`config.mk`:
```
export PLATFORM = sky130hd
export DESIGN_NAME = sar_adc_seq
export DESIGN_NICKNAME = d
export VERILOG_FILES = /design/src/rtl/sar_adc_seq.sv
export SDC_FILE = /design/constraint.sdc
export NUM_CORES = 1
export LEC_CHECK = 0
export CORE_ASPECT_RATIO = 1.1
export CORE_MARGIN = 2
export CORE_UTILIZATION = 58
export CTS_CLUSTER_DIAMETER = 30
export CTS_CLUSTER_SIZE = 30
export DETAILED_ROUTE_END_ITERATION = 8
export PLACE_DENSITY = 0.84
export SYNTH_ARGS = -nofsm -noshare
export SYNTH_HDL_FRONTEND = slang
export SYNTH_SLANG_ARGS = --single-unit
```
`constraint.sdc`:
```
create_clock -name clk -period 3 [get_ports clk]
set_input_delay 0.45 -clock clk [delete_from_list [all_inputs] [get_ports clk]]
set_output_delay 0.45 -clock clk [all_outputs]
set_load 0.1 [all_outputs]
```
`src/rtl/sar_adc_seq.sv`:
```
// rtl/sar_adc_seq.sv - SAR ADC controller with channel-mask scan sequencer
// Drives the analog macro (mux, sample switch, DAC) and presents tagged results.
module sar_adc_seq #(
  parameter int WIDTH         = 8,
  parameter int NCH           = 4,
  parameter int SAMPLE_CYCLES = 2,
  localparam int CHW          = (NCH > 1) ? $clog2(NCH) : 1
) (
  input  logic             clk,
  input  logic             rst,
  input  logic             start,
  input  logic             cont,
  input  logic [NCH-1:0]   ch_mask,
  input  logic             cmp_sel,
  input  logic             cmp_int,
  input  logic             cmp_ext,
  input  logic             ack,
  output logic [CHW-1:0]   ch_sel,
  output logic             sample,
  output logic [WIDTH-1:0] dac,
  output logic             busy,
  output logic             done,
  output logic [WIDTH-1:0] data,
  output logic [CHW-1:0]   data_ch,
  output logic             data_valid,
  output logic             overrun
);

  localparam int KW = $clog2(WIDTH);

  typedef enum logic [1:0] {IDLE, SAMPLE, CONV, STORE} state_t;

  state_t           state;
  logic [NCH-1:0]   mask_q;
  logic [7:0]       cnt;
  logic [KW-1:0]    k;
  logic [WIDTH-1:0] acc;
  logic             cmp;
  logic [WIDTH-1:0] bit_k;
  logic [WIDTH-1:0] trial;
  logic [CHW-1:0]   first_ch;
  logic [CHW-1:0]   next_ch;
  logic             wrap;

  assign cmp = cmp_sel ? cmp_ext : cmp_int;

  // dac already holds result_so_far | bit k, so the decision only clears bit k
  always_comb begin
    bit_k = WIDTH'(1) << k;
    trial = cmp ? dac : (dac & ~bit_k);
  end

  always_comb begin
    first_ch = '0;
    for (int i = NCH - 1; i >= 0; i--)
      if (ch_mask[i]) first_ch = CHW'(i);
    next_ch = '0;
    for (int i = NCH - 1; i >= 0; i--)
      if (mask_q[i]) next_ch = CHW'(i);
    wrap = 1'b1;
    for (int i = NCH - 1; i >= 0; i--)
      if (mask_q[i] && (CHW'(i) > ch_sel)) begin
        next_ch = CHW'(i);
        wrap    = 1'b0;
      end
  end

  always_ff @(posedge clk or posedge rst) begin
    if (rst) begin
      state      <= IDLE;
      mask_q     <= '0;
      cnt        <= '0;
      k          <= '0;
      acc        <= '0;
      ch_sel     <= '0;
      sample     <= 1'b0;
      dac        <= '0;
      busy       <= 1'b0;
      done       <= 1'b0;
      data       <= '0;
      data_ch    <= '0;
      data_valid <= 1'b0;
      overrun    <= 1'b0;
    end else begin
      done <= 1'b0;
      if (ack) data_valid <= 1'b0;
      case (state)
        IDLE: begin
          if (start && (|ch_mask)) begin
            mask_q <= ch_mask;
            ch_sel <= first_ch;
            cnt    <= '0;
            sample <= 1'b1;
            busy   <= 1'b1;
            state  <= SAMPLE;
          end
        end
        SAMPLE: begin
          if (cnt == 8'(SAMPLE_CYCLES - 1)) begin
            sample <= 1'b0;
            dac    <= WIDTH'(1) << (WIDTH - 1);
            k      <= KW'(WIDTH - 1);
            state  <= CONV;
          end else begin
            cnt <= cnt + 8'd1;
          end
        end
        CONV: begin
          if (k == '0) begin
            acc   <= trial;
            dac   <= '0;
            state <= STORE;
          end else begin
            dac <= trial | (bit_k >> 1);
            k   <= k - 1'b1;
          end
        end
        STORE: begin
          done       <= 1'b1;
          data       <= acc;
          data_ch    <= ch_sel;
          data_valid <= 1'b1;
          if (data_valid && !ack) overrun <= 1'b1;
          // cont is read live here so clearing it ends the scan after this pass
          if (wrap && !cont) begin
            busy  <= 1'b0;
            state <= IDLE;
          end else begin
            ch_sel <= next_ch;
            cnt    <= '0;
            sample <= 1'b1;
            state  <= SAMPLE;
          end
        end
        default: state <= IDLE;
      endcase
    end
  end

endmodule

```
=== Word level (Yosys, flattened, before mapping) ===
Index checks and enable logic that the tools add are counted.

* Register bits: 50
* Output and inout bits: 25

* Add/sub/neg operators: 2
* Order comparisons: 4
* Equal/unequal tests: 11
* Shifts and indexed selects: 1
* Mux-type cells: 45
* Bitwise logic cells: 3
* Reduce and logical (&&, ||, !) cells: 26

{| class="wikitable"
|+ Operator list
! cell !! number
|-
| two-way mux 8 bit || 6
|-
| two-way mux 2 bit || 17
|-
| case mux 8 bit (3 select lines) || 1
|-
| case mux 8 bit (2 select lines) || 1
|-
| inequality test 2 bit, second input constant || 7
|-
| two-way mux 1 bit || 13
|-
| AND reduction 3 bit || 4
|-
| adder 8 x 1 -> 8 bit, second input constant || 1
|-
| bitwise AND 8 bit || 1
|-
| == test 8 x 1 -> 1 bit, second input constant || 1
|-
| NOT 8 bit || 1
|-
| OR 8 x 7 -> 8 bit || 1
|-
| case mux 2 bit (4 select lines) || 1
|-
| AND reduction 2 bit || 4
|-
| AND reduction 4 bit || 2
|-
| left shift 1 x 3 -> 8 bit, first input constant || 1
|-
| logical AND 1 bit || 7
|-
| two-way mux 3 bit || 2
|-
| case mux 3 bit (2 select lines) || 1
|-
| nonzero test 2 bit || 3
|-
| == test 2 bit, second input constant || 2
|-
| greater-than comparator 1 x 2 -> 1 bit, first input constant || 2
|-
| greater-than comparator 2 bit, first input constant || 2
|-
| case mux 2 bit (2 select lines) || 1
|-
| other kinds (9) || 10
|}

=== Longest topological paths before layout ===
Gate-level depths: netlist of run 1.

* Depth after elaboration: 10
* Mapped depth: 8

=== Worst setup path after synthesis of run 1 ===
Ideal clock, no wire load.

* Path kind: flip-flop to flip-flop
* Start: register ch_sel[1]
* End: register cnt[1]
* Arrival: 2.194 ns
* Data required time: 2.918 ns
* Setup slack: 0.724 ns
* Cell stages (with the launch flop): 7
* Path buffers: 1
* Clock period less this slack: 2.276 ns
* Path through: dfrtp_1 -> nand2b_1 -> a21oi_1 -> o41ai_2 -> buf_2 -> nor2_1 -> o22ai_1

* Longest elaborated chain between the ends: 9

{| class="wikitable"
|+ Ends and longest elaborated chain
! what !! line !! source
|-
| start: declaration || 18 || <nowiki>output logic [CHW-1:0] ch_sel,</nowiki>
|-
| start signal: assignment || 91 || <nowiki>ch_sel <= first_ch;</nowiki>
|-
| start signal: assignment || 129 || <nowiki>ch_sel <= next_ch;</nowiki>
|-
| greater-than comparator 2 bit || 62 || <nowiki>if (mask_q[i] && (CHW'(i) > ch_sel)) begin</nowiki>
|-
| logical AND 1 bit || 62 ||
|-
| two-way mux 1 bit (3 in series) || 62 ||
|-
| two-way mux 1 bit * || 62 ||
|-
| logical AND 1 bit * || 125 || <nowiki>if (wrap && !cont) begin</nowiki>
|-
| inequality test 2 bit (no source line) * || - ||
|-
| AND reduction 4 bit (no source line) * || - ||
|-
| end signal: assignment || 105 || <nowiki>cnt <= cnt + 8'd1;</nowiki>
|-
| end: declaration || 35 || <nowiki>logic [7:0] cnt;</nowiki>
|}

Mark *: on every way between the ends. The rest lies on a longest branch, timed or not.
A chain may end at the register's enable or synchronous reset.

=== Final worst setup path of run 1 ===
* Start: register state[1]
* End: register dac[2]

* Longest elaborated chain between the ends: 3

{| class="wikitable"
|+ Ends and longest elaborated chain
! what !! line !! source
|-
| start: declaration || 33 || <nowiki>state_t state;</nowiki>
|-
| start signal: assignment || 70 || <nowiki>state <= IDLE;</nowiki>
|-
| start signal: assignment || 95 || <nowiki>state <= SAMPLE;</nowiki>
|-
| start signal: assignment || 103 || <nowiki>state <= CONV;</nowiki>
|-
| == test 2 x 1 -> 1 bit / == test 2 bit (equally long branches) || 87 || <nowiki>case (state)</nowiki>
|-
| inequality test 2 bit (no source line) / nonzero test 2 bit (equally long branches) || - ||
|-
| AND reduction 2 bit (no source line) || - ||
|-
| end signal: assignment || 101 || <nowiki>dac <= WIDTH'(1) << (WIDTH - 1);</nowiki>
|-
| end signal: assignment || 114 || <nowiki>dac <= trial | (bit_k >> 1);</nowiki>
|-
| end: declaration || 20 || <nowiki>output logic [WIDTH-1:0] dac,</nowiki>
|}

Parallel ways exist; a longest one is shown, timed or not.

==> impl_metrics.py, run 1 <==
metrics = {
    "run_status": {
        "outcome": "finished, final reports clean",
    },
    "worst_setup_path": {
        "crit_chain": "inv_1 -> ha_1 -> clkinv_1 -> nor3_2 -> a21oi_1 -> a21o_1 -> a32o_2",
        "critPathCaptureType": "flip-flop",
        "crit_family": "compound AO/OA/AOI/OAI gates",
        "max_stage_delay_ns": 0.44,
        "critical_path_buf_inv_count": 2,
        "arrival_ns": 2.64,
        "critPathSlowestCell": "dfrtp_1",
        "critPathKind": "flip-flop to flip-flop",
        "cp_data_required_time_ns": 3.20,
        "worst-path-max-fanout": 10,
        "critPathLaunchType": "flip-flop",
    },
    "cells_and_area": {
        "multi_input_area_um2": 1160,
        "drive_gt1_share_pct": 24.6,
        "syn_to_final_growth_pct": 19.0,
        "num-nets-final": 298,
        "antenna_cells": 0,
        "finalNonFillerCells": 330,
        "n_fill_cell": 319,
        "regArea_um2": 1250,
        "stdcell_area_um2": 3010,
    },
    "synth": {
        "synthCells": 238,
        "syn_nets": 261,
        "synth.most_common_cell": "dfrtp_1",
        "ys_async_sr_fraction_pct": 100,
        "yosysTopAreaCell": "dfrtp_1",
        "synth_edf_count": 0,
        "synth_area_leaders": "dfrtp_1, mux2_2, ha_1, o21ai_0, nand2_1",
        "synth_commonest_cells": "dfrtp_1, o21ai_0, mux2_2",
        "syn_area_um2": 2530,
        "synth_top_area_share_pct": 49.5,
        "syn_area_per_cell_um2": 10.6,
        "ys_seq_elements": 50,
        "yosysUniqueCellTypes": 43,
        "yosys_warnings": 0,
        "synthFlopType": "dfrtp_1",
        "ys_seq_area_share_pct": 49.5,
    },
    "global_route": {
        "gr-total-overflow": 0,
        "grt_start_max_net_pins": 24,
        "grt_pass1_vias": 1782,
        "grt_usage_pct": 21.6,
        "grt_pass1_wl_um": 8110,
        "antenna_found_initial": 0,
    },
    "clock_network": {
        "insertion_delay_ns": 0.30,
        "clkTransAtPathRegs_ns": 0.09,
        "cts_buffers": 5,
        "postCtsSetupRepairBufs": 0,
        "ctsHoldBuffers": 0,
        "cts_root_buf": "clkbuf_8",
        "htreeDepth": 2,
        "cts_tree": "yes",
        "clock-sinks": 50,
        "clock_path_buffers": 2,
        "ctsResizeCount": 0,
    },
    "placed_design": {
        "place.gp.congestion": 0.849,
        "dp_hpwl_um": 3590,
        "place_area_um2": 2870,
        "port_buffers": 36,
        "dp.cells": 322,
    },
    "sta": {
        "tightest_slew_ns": 1.19,
        "fin_setup_tns_ns": 0,
        "setup_viol_count_final": 0,
        "final_max_slew_viol_count": 0,
        "whs_ns": 0.485,
        "max-slew-margin-rel_pct": 19.6,
        "min_period_ns": 2.45,
        "timing.final.crit_share_pct": 81.5,
        "timing.fmax_mhz": 409,
        "hold_viol": 0,
        "fin_worst_skew_ns": 0.00420,
        "rsz0062_at_grt": "no",
    },
    "worst_hold_path": {
        "min_path_type": "primary input to asynchronous set/reset pin",
    },
    "die": {
        "coreArea_um2": 4250,
        "die_h_um": 73.2,
        "ios": 37,
        "row_count": 25,
        "initial_core_util_pct": 59.4,
        "die_area_um2": 4900,
        "die_w_um": 66.9,
    },
    "detailed_routing": {
        "drc": 0,
        "routed_wl_um": 4910,
        "drt_iter0_drc": 147,
        "ant_nets": 0,
        "vias": 1899,
        "vias_per_cell": 5.75,
        "post_drt_wl_per_cell_um": 14.9,
        "drtPass1Iterations": 4,
    },
    "job": {
        "maxCapViolCount": 0,
    },
}
==> routing by layer <==
metal | track usage, % | routed length [um]
met1 | 28.4 | 2240
met2 | 36.2 | 2460
met3 | 4.32 | 176
met4 | 6.35 | 37
met5 | 0 | 0
==> flip-flops by register name, indices dropped and copies added (netlist names), 2 cells and up <==
signal	count
acc	8
cnt	8
dac	8
data	8
mask_q	4
k	3
ch_sel	2
data_ch	2
state	2
==> path summary, 6_finish.rpt <==
| kind | slack (ns) | startpoint | end | depth (start not counted) |
|---|---|---|---|---|
| max reg2reg | 0.55 | state[1] | dac[2] | 7 |
| min in group clk | 0.49 | overrun | overrun | 1 |
| min | 0.49 | rst | ch_sel[0] | 2 |
| max | 0.55 | state[1] | dac[2] | 7 |
| max in group asynchronous | 1.91 | rst | cnt[7] | 3 |
| min reg2reg | 0.49 | overrun | overrun | 1 |
==> cell families after synthesis <==
family	after synthesis	synth area share, %
AO/OA/AOI/OAI	67	18.2
adder cells (fa/ha/maj)	11	5.45
buffers and inverters	27	4.46
flip-flops	50	49.5
multiplexers	22	9.76
AND/OR/NAND/NOR	61	12.6
==> stage by stage <==
step	setup WS [ns]	utilization, %
2_1_floorplan	0.724	-
3_3_place_gp	0.579	67.4
3_5_place_dp	0.517	67.4
4_1_cts	0.565	70.7
5_1_grt	0.396	70.7
6_report	0.555	70.7
==> layout by cell type (no fill, tap or decap), types with 3 or more instances in the layout <==
cell and count:
a32o_1 4, or4_1 4, buf_4 28, clkbuf_8 5, nand3_1 6, nand2_1 19, o221ai_1 4, ha_1 11
or3_1 3, mux2_2 21, dfrtp_1 50, nand2b_1 6, a21oi_1 11, inv_1 16, nor2_1 11, a21o_1 7
clkdlybuf4s50_1 11, o21ai_0 23
==> worst register-to-register path, stage by stage (launching register included) <==
cell and delay, ns:
dfrtp_1 0.44, inv_1 0.11, ha_1 0.40, clkinv_1 0.37, nor3_2 0.41, a21oi_1 0.20
a21o_1 0.21, a32o_2 0.21
==> layout make-up <==
cell class	instances	share of cell area (%)
repair buffers	39	10.7
multi-input cells	161	38.7
clock buffers	5	2.29
clock inverters	3	2.29
flip-flops and latches	50	41.6
inverters	18	2.25
well taps	54	2.25
Power of run 1 is left out: the tool's default activity adds up to more than one toggle a clock period on the data nets, which glitch-free logic cannot reach.
==> run 2, diff against run 1 <==
--- a/config.mk
+++ b/config.mk
@@ -7,11 +7,11 @@
 export LEC_CHECK = 0
 export CORE_ASPECT_RATIO = 1.1
 export CORE_MARGIN = 2
-export CORE_UTILIZATION = 58
+export CORE_UTILIZATION = 49
 export CTS_CLUSTER_DIAMETER = 30
 export CTS_CLUSTER_SIZE = 30
 export DETAILED_ROUTE_END_ITERATION = 8
-export PLACE_DENSITY = 0.84
+export PLACE_DENSITY = 0.76
 export SYNTH_ARGS = -nofsm -noshare
 export SYNTH_HDL_FRONTEND = slang
 export SYNTH_SLANG_ARGS = --single-unit
==> constraint.sdc (replaced) <==
create_clock -name clk -period 2.2 [get_ports clk]
set_input_delay 0.33 -clock clk [delete_from_list [all_inputs] [get_ports clk]]
set_output_delay 0.33 -clock clk [all_outputs]
set_load 0.1 [all_outputs]
==> run 2 against run 1 <==
Net effect: non-clock buffer count rose by 5; register-to-register slack lost 0.42 ns; die area up 17%; sequential share of layout area fell by 0.37 points; global-route usage fell by 3.1 points; final area is 1.0% higher; highest routed layer unchanged; hold slack got worse by 0.11 ns; critical endpoint is now dac[1]; utilization shrank 9.9 points; flip-flop and latch count is the same; wire length hardly changed.
==> impl_metrics.py, run 2 (synthesized netlist as in run 1, its figures left out) <==
metrics = {
    "run_status": {
        "outcome": "finished, final reports clean",
    },
    "sta": {
        "whs_ns": 0.379,
        "rsz0062_at_grt": "no",
        "hold_viol": 0,
        "min_period_ns": 2.07,
        "worst_slack_ns": 0.130,
        "final_max_slew_viol_count": 0,
        "fin_worst_skew_ns": 0.00662,
        "tightest_slew_ns": 0.781,
        "setup_viol_count_final": 0,
        "timing.final.crit_share_pct": 94.1,
        "max-slew-margin-rel_pct": 47.7,
        "timing.fmax_mhz": 483,
    },
    "die": {
        "die_area_um2": 5750,
        "initial_core_util_pct": 50.5,
        "die_h_um": 79.3,
        "row_count": 27,
        "die_w_um": 72.5,
        "coreArea_um2": 5000,
        "ios": 37,
    },
    "cells_and_area": {
        "syn_to_final_growth_pct": 20.2,
        "layout_common_cells": "dfrtp_1, buf_4, o21ai_0",
        "stdcell_area_um2": 3040,
        "drive_gt1_share_pct": 26.3,
        "final_common_cell": "dfrtp_1",
        "antenna_cells": 0,
        "num-nets-final": 303,
        "n_fill_cell": 421,
    },
    "global_route": {
        "grt_use_met3_pct": 3.43,
        "grt_start_max_net_pins": 51,
        "gr-total-overflow": 0,
        "met1_usage_pct": 23.9,
        "antenna_found_initial": 0,
        "grt_pass1_wl_um": 8380,
        "grt_pass1_vias": 1768,
        "grt-busiest-layer": "met2",
        "grt_usage_pct": 18.5,
        "gr-usage-met2_pct": 30.6,
    },
    "job": {
        "maxCapViolCount": 0,
    },
    "worst_setup_path": {
        "critPathKind": "flip-flop to flip-flop",
        "arrival_ns": 2.32,
        "critPathLaunchType": "flip-flop",
        "cp_data_required_time_ns": 2.45,
        "worst-path-max-fanout": 12,
        "critPathCaptureType": "flip-flop",
    },
    "detailed_routing": {
        "drtPass1Iterations": 4,
        "vias_per_cell": 5.67,
        "drt_iter0_drc": 104,
        "drc": 0,
        "routed_wl_um": 4910,
        "post_drt_wl_per_cell_um": 14.5,
        "ant_nets": 0,
        "vias": 1921,
    },
    "worst_hold_path": {
        "min_path_type": "primary input to asynchronous set/reset pin",
    },
    "clock_network": {
        "cts_root_buf": "clkbuf_8",
        "postCtsSetupRepairBufs": 0,
        "cts_tree": "yes",
        "insertion_delay_ns": 0.30,
        "clock_path_buffers": 2,
        "clock-sinks": 50,
        "htreeDepth": 2,
        "cts_buffers": 5,
        "clkTransAtPathRegs_ns": 0.10,
    },
    "placed_design": {
        "place.gp.congestion": 0.793,
        "place_area_um2": 2930,
        "dp_hpwl_um": 3530,
        "port_buffers": 36,
        "pre_cts_ws_ns": -0.164,
    },
}
==> run 2: metal layers <==
metal	share of wire, %	vias up
met5	0	-
met2	49	36
met4	1.8	0
met3	3.3	8
li1	-	941
met1	46	936
==> run 2: critical path, stage by stage, from the launching register on <==
cell and delay [ns]:
dfrtp_1 0.40, inv_1 0.08, ha_1 0.13, or4b_4 0.48, or2_4 0.30, a21oi_4 0.33
a21o_1 0.17, a32o_2 0.12
==> run 2: what timing repair did <==
item,in CTS,in global routing
gates resized for setup,1,1
endpoints found under the setup margin,6,4
hold buffers,0,0
==> run 2: path summary, 6_finish.rpt <==
path	slack, ns	endpoint	startpoint	depth (start not counted)
worst min-delay path	0.38	cnt[3]	rst	3
worst min register to register	0.48	overrun	overrun	1
worst max-delay path	0.13	dac[1]	cnt[1]	7
min in group clk	0.48	overrun	overrun	1
max in group asynchronous	1.58	data[7]	rst	3
worst max register to register	0.13	dac[1]	cnt[1]	7
==> run 2: layout make-up <==
type | instances | area, um2 | share of cell area, %
multi-input combinational | 161 | 1180 | 38.9
sequential | 50 | 1250 | 41.2
clock inverter | 3 | 25.0 | 0.824
timing repair buffer | 44 | 370 | 12.2
tap | 58 | 72.6 | 2.39
inverter | 18 | 67.6 | 2.22
clock buffer | 5 | 68.8 | 2.27
==> run 2: metrics by stage <==
step	utilization [%]	instances	TNS, ns
after detailed placement	58.5	331	-1.00
after CTS	60.6	339	0
final	60.7	339	0
after floorplan	-	238	0
after global routing	60.7	339	0
after global placement	58.5	331	-0.568
Power of run 2 is left out for the same reason.
